**config.mk**
```make
export PLATFORM = sky130hd
export DESIGN_NAME = alu_scheduler
export DESIGN_NICKNAME = d
export VERILOG_FILES = /design/src/rtl/alu_sched_pkg.sv /design/src/rtl/rr_arbiter2.sv /design/src/rtl/alu_scheduler.sv
export SDC_FILE = /design/constraint.sdc
export NUM_CORES = 1
export LEC_CHECK = 0
export ABC_CLOCK_PERIOD_IN_PS = 1900
export CAP_MARGIN = 20
export CORE_ASPECT_RATIO = 1.2
export CORE_MARGIN = 10
export CORE_UTILIZATION = 39
export CTS_CLUSTER_DIAMETER = 50
export CTS_CLUSTER_SIZE = 24
export DETAILED_ROUTE_END_ITERATION = 8
export HOLD_SLACK_MARGIN = 0.12
export PLACE_DENSITY_LB_ADDON = 0.12
export SETUP_SLACK_MARGIN = 0.3
export SLEW_MARGIN = 20
export SYNTH_ARGS = -nofsm -noshare
export SYNTH_HDL_FRONTEND = slang
export SYNTH_HIERARCHICAL = 1
export SYNTH_SLANG_ARGS = --single-unit
```
**constraint.sdc**
```tcl
create_clock -name Clk -period 1.9 [get_ports Clk]
set_input_delay 0.285 -clock Clk [delete_from_list [all_inputs] [get_ports Clk]]
set_output_delay 0.285 -clock Clk [all_outputs]
set_load 0.1 [all_outputs]
```
**src/rtl/alu_sched_pkg.sv**
```systemverilog
// Shared types and constants for the two-requester ALU scheduler.
// Opcode values match the Sel0/Sel1 encoding forwarded untouched on Alu_Select.
package alu_sched_pkg;

  localparam int DATA_W = 4;
  localparam int RES_W  = 8;

  localparam logic [1:0] OP_ADD = 2'b00;
  localparam logic [1:0] OP_SUB = 2'b01;
  localparam logic [1:0] OP_MUL = 2'b10;
  localparam logic [1:0] OP_AND = 2'b11;

  typedef enum logic [1:0] {
    ST_IDLE   = 2'd0,
    ST_LAUNCH = 2'd1,
    ST_WAIT   = 2'd2,
    ST_RESP   = 2'd3
  } state_t;

  typedef struct packed {
    logic [DATA_W-1:0] a;
    logic [DATA_W-1:0] b;
    logic [1:0]        sel;
  } operand_t;

  function automatic operand_t pick_operands(input logic idx, input operand_t op0,
                                             input operand_t op1);
    return idx ? op1 : op0;
  endfunction

endpackage

```
**src/rtl/rr_arbiter2.sv**
```systemverilog
// Two-way round-robin grant: on a tie the requester not served last wins.
// last = index of the requester granted most recently.
module rr_arbiter2 (
  input  logic [1:0] req,
  input  logic       last,
  output logic [1:0] grant
);

  always_comb begin
    grant = 2'b00;
    case (req)
      2'b01:   grant = 2'b01;
      2'b10:   grant = 2'b10;
      2'b11:   grant = last ? 2'b01 : 2'b10;
      default: grant = 2'b00;
    endcase
  end

endmodule

```
**src/rtl/alu_scheduler.sv**
```systemverilog
// Shares one multi-cycle ALU between two requesters with round-robin arbitration.
// Define ALU_TIMEOUT_EN to abort WAIT after TIMEOUT_CYCLES cycles with Err=1.
//
// state  | meaning
// IDLE   | no transaction; arbitrate and latch winner's operands
// LAUNCH | Alu_Init pulse to the ALU
// WAIT   | waiting for Alu_Done (or timeout when enabled)
// RESP   | one-cycle Ack to the granted requester, advance round-robin pointer
module alu_scheduler
  import alu_sched_pkg::*;
#(
  parameter int TIMEOUT_CYCLES = 32
) (
  input  logic              Clk,
  input  logic              Rst,
  input  logic              Req0,
  input  logic              Req1,
  input  logic [DATA_W-1:0] A0,
  input  logic [DATA_W-1:0] B0,
  input  logic [DATA_W-1:0] A1,
  input  logic [DATA_W-1:0] B1,
  input  logic [1:0]        Sel0,
  input  logic [1:0]        Sel1,
  output logic              Ack0,
  output logic              Ack1,
  output logic [RES_W-1:0]  Result,
  output logic              Carry,
  output logic              Err,
  output logic              Busy,
  output logic [DATA_W-1:0] Alu_A,
  output logic [DATA_W-1:0] Alu_B,
  output logic [1:0]        Alu_Select,
  output logic              Alu_Init,
  input  logic              Alu_Done,
  input  logic [RES_W-1:0]  Alu_Sal,
  input  logic              Alu_Cout
);

  state_t     state;
  logic       last_gnt;
  logic       gnt_idx;
  logic [1:0] grant;
  operand_t   op0;
  operand_t   op1;

  assign op0 = {A0, B0, Sel0};
  assign op1 = {A1, B1, Sel1};

  rr_arbiter2 u_arb (
    .req   ({Req1, Req0}),
    .last  (last_gnt),
    .grant (grant)
  );

`ifdef ALU_TIMEOUT_EN
  localparam int TMO_W = $clog2(TIMEOUT_CYCLES + 1);
  localparam logic [TMO_W-1:0] TMO_LOAD = TMO_W'(TIMEOUT_CYCLES - 1);

  logic [TMO_W-1:0] tmo_cnt;
  logic             err_q;

  assign Err = err_q;
`else
  assign Err = 1'b0;
`endif

  always_ff @(posedge Clk or posedge Rst) begin
    if (Rst) begin
      state      <= ST_IDLE;
      Ack0       <= 1'b0;
      Ack1       <= 1'b0;
      Alu_Init   <= 1'b0;
      Busy       <= 1'b0;
      Carry      <= 1'b0;
      Result     <= '0;
      Alu_A      <= '0;
      Alu_B      <= '0;
      Alu_Select <= 2'b00;
      last_gnt   <= 1'b1;
      gnt_idx    <= 1'b0;
`ifdef ALU_TIMEOUT_EN
      err_q      <= 1'b0;
      tmo_cnt    <= '0;
`endif
    end else begin
      Ack0     <= 1'b0;
      Ack1     <= 1'b0;
      Alu_Init <= 1'b0;
      case (state)
        ST_IDLE: begin
          if (grant != 2'b00) begin
            gnt_idx <= grant[1];
            {Alu_A, Alu_B, Alu_Select} <= pick_operands(grant[1], op0, op1);
            Alu_Init <= 1'b1;
            Busy     <= 1'b1;
            state    <= ST_LAUNCH;
          end
        end
        ST_LAUNCH: begin
`ifdef ALU_TIMEOUT_EN
          tmo_cnt <= TMO_LOAD;
`endif
          state <= ST_WAIT;
        end
        ST_WAIT: begin
          if (Alu_Done) begin
            Result <= Alu_Sal;
            Carry  <= Alu_Cout;
`ifdef ALU_TIMEOUT_EN
            err_q  <= 1'b0;
`endif
            Ack0   <= ~gnt_idx;
            Ack1   <= gnt_idx;
            state  <= ST_RESP;
          end
`ifdef ALU_TIMEOUT_EN
          // Terminal count reached on the TIMEOUT_CYCLES-th WAIT cycle.
          else if (tmo_cnt == '0) begin
            Result <= '0;
            Carry  <= 1'b0;
            err_q  <= 1'b1;
            Ack0   <= ~gnt_idx;
            Ack1   <= gnt_idx;
            state  <= ST_RESP;
          end else begin
            tmo_cnt <= tmo_cnt - 1'b1;
          end
`endif
        end
        ST_RESP: begin
          last_gnt <= gnt_idx;
          Busy     <= 1'b0;
          state    <= ST_IDLE;
        end
        default: begin
          Busy  <= 1'b0;
          state <= ST_IDLE;
        end
      endcase
    end
  end

endmodule

```
## Yosys cells after proc, flatten, opt, wreduce, memory -nomap -nowiden

Index checks and enable logic that the tools add are counted.

- Eq/ne operators: 8
- Bitwise logic cells: 1
- Reductions and logical operators: 7
- Multiplexer cells: 14

Operator list:

| kind | count |
|---|---|
| $mux 10 | 1 |
| $eq 2x2->1 const B | 4 |
| $pmux 2 s4 | 1 |
| $reduce_and 2->1 | 4 |
| $mux 1 | 7 |
| $mux 2 | 3 |
| $pmux 2 s3 | 1 |
| $eq 2x1->1 const B | 2 |
| $ne 2x2->1 const B | 2 |
| $reduce_bool 2->1 | 2 |
| $logic_not 2->1 | 1 |
| $pmux 1 s2 | 1 |
| $not 1->1 | 1 |

- Word-level logic and storage cells: 42
- Register bits after elaboration: 27
- Output and inout bits: 24
- Input port bits: 34

## Logic depth before layout (Yosys ltp)

Gate-level depths: netlist (run 1).

- Depth in word-level cells: 5
- Mapped depth: 6
- Gate-level depth less buffers: 5

## Modules after synthesis

Netlist (run 1), hierarchy kept.

Modules (own cells, without submodules):

| module | seq. area each (µm²) | instances | area each (µm²) | cells each |
|---|---|---|---|---|
| alu_scheduler | 676.9 | 1 | 1167.4 | 93 |
| rr_arbiter2 | 0.0 | 1 | 18.8 | 3 |

## Least setup slack after synthesis (run 1)

No wires, ideal clock.

- Kind: reg-to-reg
- From: register last_gnt
- To: register state[1]
- Buffers on the path: 0
- Cell stages (with the launch flop): 5
- Period minus slack after synthesis: 1451 ps
- Required time: 1775 ps
- Arrival: 1326 ps
- Library setup time: 125 ps
- Setup slack: 449 ps
- Path through: dfstp_2 a21boi_0 nor3b_2 a21oi_2 mux2_4

- Word-level cells in the longest chain between the ends: 5

Ends and longest elaborated chain:

| element | RTL line | text |
|---|---|---|
| start: declaration | alu_scheduler.sv:40 | `logic last_gnt;` |
| start signal: assignment | alu_scheduler.sv:131 | `last_gnt <= gnt_idx;` |
| $mux 2 | rr_arbiter2.sv:14 | `2'b11: grant = last ? 2'b01 : 2'b10;` |
| $pmux 2 s3 | rr_arbiter2.sv:11 | `case (req)` |
| via grant[1] | alu_scheduler.sv:42 | `logic [1:0] grant;` |
| $reduce_bool 2->1 | alu_scheduler.sv:91 | `if (grant != 2'b00) begin` |
| $ne 2x2->1 (no source line) | - |  |
| $reduce_and 2->1 (no source line) | - |  |
| end signal: assignment | alu_scheduler.sv:96 | `state <= ST_LAUNCH;` |
| end signal: assignment | alu_scheduler.sv:103 | `state <= ST_WAIT;` |
| end signal: assignment | alu_scheduler.sv:114 | `state <= ST_RESP;` |
| end: declaration | alu_scheduler.sv:39 | `state_t state;` |

The timed path passes the listed nets, and every way through them passes these cells.
A chain may end at the register's enable or synchronous reset.

## Final worst setup path (run 1)

Same ends and word-level chain as after synthesis.

==> results of run 1 <==
## synth_stat cells, types with 2 or more instances
cell and number:
buf_2 2, buf_4 2, dfrtp_1 26, ha_1 4, inv_1 6, mux2_1 10, mux2i_1 10, nand2_1 11
o21ai_1 11
## routing by layer
layer,GRT usage,part of all wire
met5,0,0
met4,0.02964,0.0057
met3,0.04428,0.092
met2,0.1700,0.51
met1,0.1052,0.39
## state kept, by name, summed over array words and instances, names as in the netlist, 2 cells and up
| register | flops |
|---|---|
| Result | 8 |
| Alu_A | 4 |
| Alu_B | 4 |
| Alu_Select | 2 |
| state | 2 |
## through the flow
step / hold WS [ps] / std cells / setup WS [ps] / util
finish: 288.3 / 190 / 363.3 / 0.6156
floorplan: 337.0 / 96 / 448.9 / -
global route: 287.0 / 190 / 299.3 / 0.6156
CTS: 285.6 / 190 / 360.8 / 0.6156
global placement: 471.6 / 186 / 157.4 / 0.6064
detailed placement: 480.7 / 186 / 111.5 / 0.6064
## layout make-up
| type | count | area [µm²] | area share |
|---|---|---|---|
| flip-flops and latches | 27 | 676.9 | 0.3840 |
| clock buffers | 4 | 26.28 | 0.01490 |
| well taps | 34 | 42.54 | 0.02413 |
| repair buffers | 60 | 533.0 | 0.3023 |
| inverters | 7 | 26.28 | 0.01490 |
| multi-input cells | 58 | 457.9 | 0.2598 |
## worst max path at each step
stage          slack, ps     start  endpoint
2_1_floorplan        450  last_gnt  state[1]
3_3_place_gp         160      Req1  Alu_A[2]
3_5_place_dp         110      Req1  Alu_B[2]
4_1_cts              360  last_gnt  state[1]
5_1_grt              300  state[0]  state[1]
6_report             360  last_gnt  state[1]
## tightest hold or removal path, cell delays in order
cell and delay (ps):
clkdlybuf4s50_1 410, inv_1 80, buf_4 210
## cell families after synthesis
group | share of synthesized area
compound gates | 0.08967
simple gates | 0.05907
other cells | 0.003162
mux | 0.1920
buf+inv | 0.04324
fa+ha+maj | 0.04220
flops | 0.5707
==> results.py, run 1 <==
metrics = {
    "worst_setup_path": {
        "crit_fanout": 3,
        "cp.arrival_ps": 1760,
        "reg2regPathDepth": 5,
        "critPathSlowestCell": "dfstp_2",
        "r2r-start": "last_gnt",
        "crit_required_ps": 2120,
        "critical_path.top_delay_family": "flip-flops",
        "critPathLaunchType": "flip-flop",
        "cp_num_buf_inv": 1,
        "reg2reg_to": "state[1]",
        "cp-end-kind": "flip-flop",
        "crit_chain": "inv_1 -> a21boi_1 -> nor3b_2 -> a21oi_2 -> mux2_4",
        "path_class": "reg -> reg",
        "cp_num_cells": 5,
        "ff2ff_setup_slack_ps": 360,
        "critPathMaxStageDelay_ps": 580,
    },
    "clocking": {
        "cts_tree": "yes",
        "clock_sinks": 27,
        "cts_root_buffer": "clkbuf_4",
        "cts_hold_buf": 0,
        "h-tree-depth": 1,
        "path_clk_slew_ps": 140,
        "post_cts_resized": 0,
        "insertion_delay_ps": 310,
        "cts_max_path_buffers": 2,
        "postCtsSetupRepairBufs": 0,
        "cts_buffers": 3,
    },
    "route": {
        "dr.pass1.iters": 4,
        "drc": 0,
        "vias_per_cell": 4.637,
        "detail-route-antenna-nets": 0,
        "first_iter_violations": 35,
        "post_drt_wl_per_cell_um": 14.82,
        "vias": 881,
        "wirelength_um": 2816,
    },
    "sta": {
        "setup_viol": 0,
        "hold_viol_final": 0,
        "rsz0062_at_grt": "yes",
        "finalCritPeriodShare": 0.8088,
        "fmax_mhz": 650.7,
        "min_period_ps": 1537,
        "finalMaxSlewViolations": 0,
        "tns_ps": 0,
        "skew_ps": 3.516,
    },
    "die": {
        "initial_core_util": 0.4142,
        "ios": 58,
        "die_height_um": 80.41,
        "die-width_um": 70.35,
        "die_area_um2": 5656,
        "core_um2": 2864,
        "rows": 21,
    },
    "layout": {
        "area_delta_synth_final_pct": 48.63,
        "nFillCells": 252,
        "diodes": 0,
        "drive_above_1_share": 0.2308,
        "fin_nets": 195,
        "fin_area_um2": 1763,
        "final_common_cell": "clkdlybuf4s50_1",
        "final_cell_mix": "33 x clkdlybuf4s50_1, 27 x buf_4, 26 x dfrtp_1",
    },
    "logic_synthesis": {
        "synth_top_area_frac": 0.5485,
        "synthCells": 96,
        "synth_cell_types": 23,
        "synth-edff-count": 0,
        "synth_fp_nets": 134,
        "ys_seq_area_frac": 0.5707,
        "syn_area_per_cell_um2": 12.36,
        "syn-cell-area_um2": 1186,
        "ys_top_cells_by_area": "dfrtp_1 55%, mux2_1 9.5%, mux2i_1 8.4%, o21ai_1 4.6%, ha_1 4.2%",
        "synth_largest_area_cell": "dfrtp_1",
        "ys.flop_type": "dfrtp_1",
        "async_flop_share": 1.000,
        "yosysWarnings": 6,
        "yosys_register_bits": 27,
    },
    "grt": {
        "grt_max_degree": 22,
        "grt_usage": 0.09829,
        "first_global_vias": 994,
        "overflow": 0,
        "grt_first_pass_wirelength_um": 4609,
        "antenna_found_initial": 0,
    },
    "flow_run": {
        "maxCapViolCount": 0,
    },
    "place": {
        "post_dp_cell_area_um2": 1737,
        "gp_congestion": 0.7241,
        "hpwl_um": 2398,
        "portBuffers": 56,
    },
    "outcome": {
        "status": "finished, final reports clean",
    },
    "min_path": {
        "hold_class": "in -> async",
    },
}
Power of run 1 is left out: the tool's default activity adds up to more than one toggle a clock period on the data nets, which glitch-free logic cannot reach.
==> inputs of run 2 (changes only) <==
--- a/config.mk
+++ b/config.mk
@@ -5,7 +5,7 @@
 export SDC_FILE = /design/constraint.sdc
 export NUM_CORES = 1
 export LEC_CHECK = 0
-export ABC_CLOCK_PERIOD_IN_PS = 1900
+export ABC_CLOCK_PERIOD_IN_PS = 1500
 export CAP_MARGIN = 20
 export CORE_ASPECT_RATIO = 1.2
 export CORE_MARGIN = 10
==> constraint.sdc (replaced) <==
create_clock -name Clk -period 1.5 [get_ports Clk]
set_input_delay 0.225 -clock Clk [delete_from_list [all_inputs] [get_ports Clk]]
set_output_delay 0.225 -clock Clk [all_outputs]
set_load 0.1 [all_outputs]
==> results.py, run 2 (same netlist as run 1, synthesis figures left out) <==
metrics = {
    "route": {
        "dr.pass1.iters": 3,
        "wirelength_um": 3451,
        "post_drt_wl_per_cell_um": 17.26,
        "vias": 976,
        "vias_per_cell": 4.880,
        "first_iter_violations": 29,
        "detail-route-antenna-nets": 0,
        "drc": 0,
    },
    "worst_setup_path": {
        "cp_num_buf_inv": 1,
        "reg2regPathDepth": 5,
        "cp.arrival_ps": 1700,
        "path_class": "reg -> reg",
        "cp-end-kind": "flip-flop",
        "crit_fanout": 3,
        "crit_required_ps": 1730,
        "critPathLaunchType": "flip-flop",
        "critPathSlowestCell": "dfstp_2",
        "startpoint": "last_gnt",
        "cp_num_cells": 5,
        "critPathMaxStageDelay_ps": 590,
        "critical_path.top_delay_family": "flip-flops",
        "crit_chain": "a21boi_2 -> buf_6 -> nor3b_4 -> a21oi_2 -> mux2_4",
        "r2r-start": "last_gnt",
    },
    "grt": {
        "grt_max_degree": 28,
        "first_global_vias": 1064,
        "grt_first_pass_wirelength_um": 5499,
        "overflow": 0,
        "grt_usage": 0.1191,
        "antenna_found_initial": 0,
    },
    "sta": {
        "rsz0062_at_grt": "yes",
        "fmax_mhz": 680.7,
        "hold_viol_final": 0,
        "skew_ps": 3.448,
        "setup_viol": 0,
        "finalCritPeriodShare": 0.9795,
        "min_period_ps": 1469,
        "finalMaxSlewViolations": 0,
    },
    "clocking": {
        "clock_sinks": 27,
        "h-tree-depth": 1,
        "insertion_delay_ps": 330,
        "cts_buffers": 3,
        "cts_root_buffer": "clkbuf_4",
        "cts_tree": "yes",
        "cts_hold_buf": 0,
        "cts_max_path_buffers": 2,
        "path_clk_slew_ps": 140,
    },
    "die": {
        "die_height_um": 80.41,
        "ios": 58,
        "rows": 21,
        "die_area_um2": 5656,
        "initial_core_util": 0.4142,
        "core_um2": 2864,
        "die-width_um": 70.35,
    },
    "min_path": {
        "hold_class": "in -> async",
    },
    "layout": {
        "area_delta_synth_final_pct": 91.35,
        "largest_reg_flops": 8,
        "top_regs": "Result x8, Alu_A x4, Alu_B x4",
        "final_common_cell": "clkdlybuf4s50_1",
        "nFillCells": 167,
        "final_cell_mix": "33 x clkdlybuf4s50_1, 23 x buf_12, 16 x dfrtp_1",
        "diodes": 0,
        "final_cells": 200,
        "fin_nets": 205,
        "drive_above_1_share": 0.4518,
        "largest-register": "Result",
    },
    "place": {
        "hpwl_um": 2525,
        "portBuffers": 56,
        "gp_congestion": 0.7320,
        "dp_cells": 189,
    },
    "flow_run": {
        "maxCapViolCount": 0,
    },
    "outcome": {
        "status": "finished, final reports clean",
    },
}
==> run 2: layout make-up <==
type | count | area (µm²) | share of cell area
clock buffers | 3 | 22.52 | 0.009923
multi-input cells | 58 | 570.5 | 0.2514
flip-flops and latches | 27 | 689.4 | 0.3037
clock inverters | 1 | 5.005 | 0.002205
inverters | 7 | 28.78 | 0.01268
well taps | 34 | 42.54 | 0.01874
repair buffers | 70 | 910.9 | 0.4013
==> run 2: through the flow <==
| step | area [µm²] | setup TNS (ps) | setup slack, ps | util | hold WS (ps) |
|---|---|---|---|---|---|
| 4_1_cts | 2193 | 0 | 37.32 | 0.7658 | 238.3 |
| 3_3_place_gp | 2066 | -884.6 | -152.3 | 0.7213 | 476.4 |
| 5_1_grt | 2270 | -7.566 | -5.563 | 0.7925 | 239.6 |
| 2_1_floorplan | 1207 | 0 | 142.6 | - | 276.3 |
| 3_5_place_dp | 2066 | -1195 | -186.3 | 0.7213 | 477.5 |
| 6_report | 2270 | 0 | 30.82 | 0.7925 | 229.9 |
==> run 2: what timing repair did <==
action / in CTS / in global routing
endpoints found under the setup margin: 24 / 40
resized for setup: 13 / 15
hold endpoints to repair: 0 / 0
pin swaps: 4 / 2
gates cloned: 1 / 0
setup buffers: 4 / 2
==> run 2: layer usage <==
metal	vias to the layer above	track usage	part of all wire
li1	465	-	-
met1	466	0.1373	0.43
met2	41	0.1951	0.48
met3	4	0.04428	0.075
met4	0	0.04743	0.015
met5	-	0	0
==> run 2: worst min-delay path, delay by kind of cell <==
family / cells / cell delay (ps)
buffers and inverters: 3 / 760
==> run 2: final timing paths <==
path / endpoint / slack (ps)
min reg2reg: Ack0 / 500
max in group asynchronous: last_gnt / 970
min in group Clk: Ack0 / 500
max: state[1] / 30
min: Result[4] / 230
max reg2reg: state[1] / 30
Power of run 2 is left out for the same reason.
